===== src/rtl/dmem_arbiter.sv =====
// Two-port data-memory arbiter (CPU on port a, loader/DMA on port b) with lock support and a registered memory interface.
// Optional round-robin IDLE contention policy is enabled by defining ARB_RR_EN; the default build always favours port a.
module dmem_arbiter #(
  parameter int ADDR_W   = 9,
  parameter int DATA_W   = 32,
  parameter int LOCK_TMO = 16
) (
  input  logic              clk,
  input  logic              reset,
  input  logic              a_req,
  input  logic              a_we,
  input  logic              a_lock,
  input  logic [ADDR_W-1:0] a_addr,
  input  logic [DATA_W-1:0] a_wdata,
  output logic              a_gnt,
  output logic              a_rvalid,
  output logic [DATA_W-1:0] a_rdata,
  input  logic              b_req,
  input  logic              b_we,
  input  logic              b_lock,
  input  logic [ADDR_W-1:0] b_addr,
  input  logic [DATA_W-1:0] b_wdata,
  output logic              b_gnt,
  output logic              b_rvalid,
  output logic [DATA_W-1:0] b_rdata,
  output logic              wr,
  output logic              reade,
  output logic [ADDR_W-1:0] addr,
  output logic [DATA_W-1:0] wr_data,
  input  logic [DATA_W-1:0] rd_data
);

  typedef enum logic [1:0] {
    ST_IDLE   = 2'd0,
    ST_LOCK_A = 2'd1,
    ST_LOCK_B = 2'd2
  } state_t;

  localparam logic [4:0] TMO_LAST = 5'(LOCK_TMO - 1);

  state_t            r_state;
  state_t            w_nxt_state;
  logic [4:0]        r_idle_cnt;
  logic [4:0]        w_nxt_cnt;
  logic              w_a_gnt;
  logic              w_b_gnt;
  logic              w_gnt;
  logic              w_we;
  logic [ADDR_W-1:0] w_addr;
  logic [DATA_W-1:0] w_wdata;
  logic              w_own_req;
  logic              w_own_gnt;
  logic              w_own_lock;

  logic              r_wr;
  logic              r_reade;
  logic [ADDR_W-1:0] r_addr;
  logic [DATA_W-1:0] r_wdata;
  logic              r_rd_own_b;
  logic              r_a_rvalid;
  logic              r_b_rvalid;
  logic [DATA_W-1:0] r_a_rdata;
  logic [DATA_W-1:0] r_b_rdata;

`ifdef ARB_RR_EN
  logic              r_last_b;

  always_ff @(posedge clk) begin
    if (reset) begin
      r_last_b <= 1'b1;
    end else if (w_gnt) begin
      r_last_b <= w_b_gnt;
    end
  end
`endif

  // Grant is combinational so a requester can move on in the same cycle it is accepted.
  always_comb begin
    w_a_gnt = 1'b0;
    w_b_gnt = 1'b0;
    if (!reset) begin
      case (r_state)
        ST_IDLE: begin
          if (a_req && b_req) begin
`ifdef ARB_RR_EN
            if (r_last_b) w_a_gnt = 1'b1;
            else          w_b_gnt = 1'b1;
`else
            w_a_gnt = 1'b1;
`endif
          end else begin
            w_a_gnt = a_req;
            w_b_gnt = b_req;
          end
        end
        ST_LOCK_A: w_a_gnt = a_req;
        ST_LOCK_B: w_b_gnt = b_req;
        default: ;
      endcase
    end
  end

  always_comb begin
    w_own_req  = 1'b0;
    w_own_gnt  = 1'b0;
    w_own_lock = 1'b0;
    if (r_state == ST_LOCK_A) begin
      w_own_req  = a_req;
      w_own_gnt  = w_a_gnt;
      w_own_lock = a_lock;
    end else if (r_state == ST_LOCK_B) begin
      w_own_req  = b_req;
      w_own_gnt  = w_b_gnt;
      w_own_lock = b_lock;
    end
  end

  always_comb begin
    w_nxt_state = r_state;
    w_nxt_cnt   = r_idle_cnt;
    case (r_state)
      ST_IDLE: begin
        w_nxt_cnt = 5'd0;
        if (w_a_gnt && a_lock)      w_nxt_state = ST_LOCK_A;
        else if (w_b_gnt && b_lock) w_nxt_state = ST_LOCK_B;
      end
      ST_LOCK_A, ST_LOCK_B: begin
        if (w_own_req) begin
          w_nxt_cnt = 5'd0;
          if (w_own_gnt && !w_own_lock) w_nxt_state = ST_IDLE;
        end else if (r_idle_cnt == TMO_LAST) begin
          // Owner went quiet too long; release so the other port cannot starve.
          w_nxt_cnt   = 5'd0;
          w_nxt_state = ST_IDLE;
        end else begin
          w_nxt_cnt = r_idle_cnt + 5'd1;
        end
      end
      default: begin
        w_nxt_state = ST_IDLE;
        w_nxt_cnt   = 5'd0;
      end
    endcase
  end

  always_ff @(posedge clk) begin
    if (reset) begin
      r_state    <= ST_IDLE;
      r_idle_cnt <= 5'd0;
    end else begin
      r_state    <= w_nxt_state;
      r_idle_cnt <= w_nxt_cnt;
    end
  end

  assign w_gnt   = w_a_gnt | w_b_gnt;
  assign w_we    = w_b_gnt ? b_we    : a_we;
  assign w_addr  = w_b_gnt ? b_addr  : a_addr;
  assign w_wdata = w_b_gnt ? b_wdata : a_wdata;

  // Stage 1 drives the memory; stage 2 returns read data to whichever port issued it.
  always_ff @(posedge clk) begin
    if (reset) begin
      r_wr       <= 1'b0;
      r_reade    <= 1'b0;
      r_addr     <= '0;
      r_wdata    <= '0;
      r_rd_own_b <= 1'b0;
      r_a_rvalid <= 1'b0;
      r_b_rvalid <= 1'b0;
      r_a_rdata  <= '0;
      r_b_rdata  <= '0;
    end else begin
      r_wr       <= w_gnt & w_we;
      r_reade    <= w_gnt & ~w_we;
      r_addr     <= w_gnt ? w_addr  : '0;
      r_wdata    <= w_gnt ? w_wdata : '0;
      r_rd_own_b <= w_b_gnt;
      r_a_rvalid <= r_reade & ~r_rd_own_b;
      r_b_rvalid <= r_reade &  r_rd_own_b;
      if (r_reade && !r_rd_own_b) r_a_rdata <= rd_data;
      if (r_reade &&  r_rd_own_b) r_b_rdata <= rd_data;
    end
  end

  assign a_gnt    = w_a_gnt;
  assign b_gnt    = w_b_gnt;
  assign wr       = r_wr;
  assign reade    = r_reade;
  assign addr     = r_addr;
  assign wr_data  = r_wdata;
  assign a_rvalid = r_a_rvalid;
  assign b_rvalid = r_b_rvalid;
  assign a_rdata  = r_a_rdata;
  assign b_rdata  = r_b_rdata;

endmodule


===== config.mk =====
export PLATFORM = sky130hd
export DESIGN_NAME = dmem_arbiter
export DESIGN_NICKNAME = d
export VERILOG_FILES = /design/src/rtl/dmem_arbiter.sv
export SDC_FILE = /design/constraint.sdc
export NUM_CORES = 1
export LEC_CHECK = 0
export CAP_MARGIN = 5
export CORE_ASPECT_RATIO = 0.8
export CORE_MARGIN = 2
export CORE_UTILIZATION = 35
export CTS_CLUSTER_DIAMETER = 150
export CTS_CLUSTER_SIZE = 20
export DETAILED_ROUTE_END_ITERATION = 8
export GPL_TIMING_DRIVEN = 0
export PLACE_DENSITY = 0.76
export SLEW_MARGIN = 10
export SYNTH_ARGS = -nofsm -noshare
export SYNTH_HDL_FRONTEND = slang
export SYNTH_SLANG_ARGS = --single-unit

===== constraint.sdc =====
create_clock -name clk -period 1.73 [get_ports clk]
set_input_delay 0.2595 -clock clk [delete_from_list [all_inputs] [get_ports clk]]
set_output_delay 0.2595 -clock clk [all_outputs]
set_load 0.02 [all_outputs]

==> impl_metrics.yaml <==
status:
  status: "finished with violations"
  violations: "negative setup slack"
die:
  fp.coreArea_sq_um: 11600
  fp.dieArea_sq_um: 13000
  start_util: 0.364
  die_h_um: 102
  row_count: 35
  dieWidth_um: 127
  ioPinCount: 233
run:
  maxCapViolCount: 0
pwr:
  power_leakage_nw: 2.76
  peakVddDrop_mv: 0.728
  power_density_nw_per_um2: 1030
cts:
  cts_root_buf: "clkbuf_16"
  h-tree-depth: 4
  holdBufCountCts: 0
  clk_latency_ns: 0.40
  cts_buffers: 17
  cts_tree: "done"
  clock_sinks: 117
  clk_pin_slew_worst_paths_ns: 0.06
  cts_buffer_depth: 2
placement:
  port_buffers: 232
  dpl.hpwl_um: 11500
  place.gp.congestion: 0.891
  place_worst_setup_slack_ns: -0.771
timing:
  fin_worst_skew_ns: 0.0138
  rsz0062_at_grt: "true"
  tightestPinTransition_ns: 0.511
  slew_violations: 0
  min_period_over_period: 1.01
  fmax_ghz: 0.571
  hold_violations: 0
  layout_min_cycle_time_ns: 1.75
  slew_headroom: 0.659
  finalSetupViolCount: 2
  fin_ws_ns: -0.0212
min_path:
  min_path_type: "input pin to register"
  min_from: "a_wdata[8]"
  whs_path_depth: 3
  worstHoldEndpoint: "wr_data[8]$_SDFF_PP0_"
drt:
  routed_via_density: 4.79
  drtAntennaViolNets: 0
  first_iter_violations: 182
  routedWlPerCell_um: 16.1
  vias: 4531
  wirelength_um: 15200
  dr.pass1.iters: 7
  drcViolationCount: 0
finish:
  layout_common_cells: "229 x clkdlybuf4s50_1, 213 x nand2_1, 113 x dfxtp_1, 65 x a21oi_1, 24 x o21ai_1"
  multi_input_area_sq_um: 1850
  antenna_cells: 0
  final_layout_size_suffix_gt1_frac: 0.107
  fin_nets: 913
  area.sequential_sq_um: 2350
  final_core_util: 0.655
  layout_commonest_cell: "clkdlybuf4s50_1"
  area.growth.synth_to_final_pct: 79.9
  fillCellCount: 956
global_routing:
  first_global_vias: 4471
  grt_use_total: 0.227
  antenna_found_initial: 0
  grt_pass1_wl_um: 22900
  grt_max_degree: 17
  grt_overflow: 0
setup_path:
  crit_fanout: 4
  regToRegSetupSlack_ns: 0.01
  cp-start-kind: "register"
  worstSetupPathType: "register to output pin"
  r2r-end: "r_state[1]$_SDFFE_PP0P_"
  crit_arrival_ns: 1.49
  r2r_cells: 7
  crit_path_end_kind: "output pin"
  r2r_start: "r_idle_cnt[0]$_SDFF_PP0_"
  worstPathRequired_ns: 1.47
yosys:
  synth_warnings: 0
  netlist_instances: 523
  synth.distinct_cells: 38
  syn-num-nets: 651
  yosysTopAreaCell: "dfxtp_1"
  syn_area_per_cell_sq_um: 8.11
  synth_area_sq_um: 4240
  synth_area_leaders: "dfxtp_1 55%, nand2_1 19%, a21oi_1 7.8%"
  yosysSeqAreaShare: 0.552
  synth_top_area_frac: 0.552
  synth_seq_cells: 117
[registers in the layout, indices dropped and copies added (netlist names)]
name,flops
r_rd_own_b,1
r_idle_cnt,5
b_rdata,32
a_rdata,32
a_rvalid,1
r_state,2
wr_data,32
reade,1
b_rvalid,1
addr,9
wr,1
[cell type report]
class	instances	area share
plain buffers	36	0.0236
clock buffers	19	0.0580
clock inverters	12	0.0233
inverters	6	0.00426
multi-input cells	364	0.243
flip-flops and latches	117	0.308
well taps	148	0.0243
repair buffers	243	0.316
[kinds of logic (layout without fill, tap and decap cells)]
group / count (synthesis) / count (layout) / share of synthesized area
AO/OA/AOI/OAI: 120 / 120 / 0.158
XOR/XNOR: 2 / 2 / 0.00413
buffers and inverters: 42 / 316 / 0.0407
flip-flops: 117 / 117 / 0.552
adder cells (fa/ha/maj): 6 / 6 / 0.0177
AND/OR/NAND/NOR: 236 / 236 / 0.227
[cell usage after synthesis]
| library cell | number |
|---|---|
| nor3b_1 | 1 |
| and2_1 | 1 |
| o21ai_0 | 20 |
| nor2b_1 | 2 |
| xor2_1 | 1 |
| dfxtp_1 | 117 |
| a32o_1 | 1 |
| a21oi_1 | 66 |
| xnor2_1 | 1 |
| and3_1 | 1 |
| inv_1 | 6 |
| o311ai_4 | 1 |
| nand2b_4 | 1 |
| o41ai_1 | 1 |
| a221o_2 | 1 |
| o21a_4 | 1 |
| a22oi_1 | 1 |
| nand4bb_1 | 1 |
| buf_1 | 2 |
| a221oi_2 | 1 |
| buf_4 | 1 |
| nand2_1 | 213 |
| o211ai_1 | 1 |
| buf_2 | 9 |
| nand3_1 | 1 |
| a21oi_2 | 1 |
| nand2b_1 | 5 |
| a211oi_1 | 1 |
| o21ai_1 | 23 |
| clkbuf_1 | 24 |
| nor2_1 | 2 |
| nor4b_1 | 1 |
| nor2_2 | 1 |
| o221ai_1 | 1 |
| ha_1 | 6 |
| nand3b_1 | 1 |
| nor3_1 | 4 |
| nand3b_4 | 1 |
[worst max-delay path, stage by stage (launching register included)]
cell      delay, ns
dfxtp_4        0.35
inv_6          0.09
ha_4           0.18
nand3b_4       0.10
a21oi_4        0.16
buf_6          0.12
buf_6          0.10
[where the power goes]
part	leakage (nW)	switching (mW)	total (mW)	internal, mW
registers	0.955	0.0606	2.90	2.84
logic	1.50	0.625	1.29	0.664
clock network	0.304	1.25	3.69	2.45
total	2.76	1.93	7.88	5.95
[worst max-delay path by stage]
stage | slack (ns) | from | endpoint | cells after the start
after floorplan | 0.008 | r_idle_cnt[0]$_SDFF_PP0_ | r_state[1]$_SDFFE_PP0P_ | 7
after global placement | -0.72 | a_req | b_gnt | 5
after detailed placement | -0.77 | a_req | b_gnt | 5
after CTS | -0.04 | r_state[0]$_SDFFE_PP0P_ | a_gnt | 6
after global routing | -0.07 | r_state[0]$_SDFFE_PP0P_ | b_gnt | 6
final | -0.02 | r_state[1]$_SDFFE_PP0P_ | b_gnt | 6
[through the flow]
step	area (sq um)	cells	power [mW]	TNS [ns]	hold slack (ns)
3_3_place_gp	6750	903	4.11	-22.53	0.440
2_1_floorplan	4250	523	3.45	0	0.365
5_1_grt	7630	945	8.15	-0.215	0.405
4_1_cts	7580	945	7.91	-0.0579	0.387
6_report	7630	945	7.88	-0.0399	0.403
3_5_place_dp	6750	903	4.14	-26.83	0.449
[repair_timing]
| action | 4_1_cts | 5_1_grt |
|---|---|---|
| setup endpoints to repair | 37 | 35 |
| buffers inserted | 11 | 0 |
| pin swaps | 6 | 4 |
| gates resized for setup | 45 | 21 |
[layer usage]
metal | global-route usage | vias to the layer above | wire length, um | share of wire
met4 | 0.104 | 0 | 332 | 0.022
met2 | 0.389 | 145 | 7530 | 0.49
met1 | 0.280 | 2133 | 6620 | 0.43
li1 | - | 2225 | - | -
met5 | 0 | - | 0 | 0
met3 | 0.0466 | 28 | 733 | 0.048
Note: power is estimated with default switching activity, not from simulation.
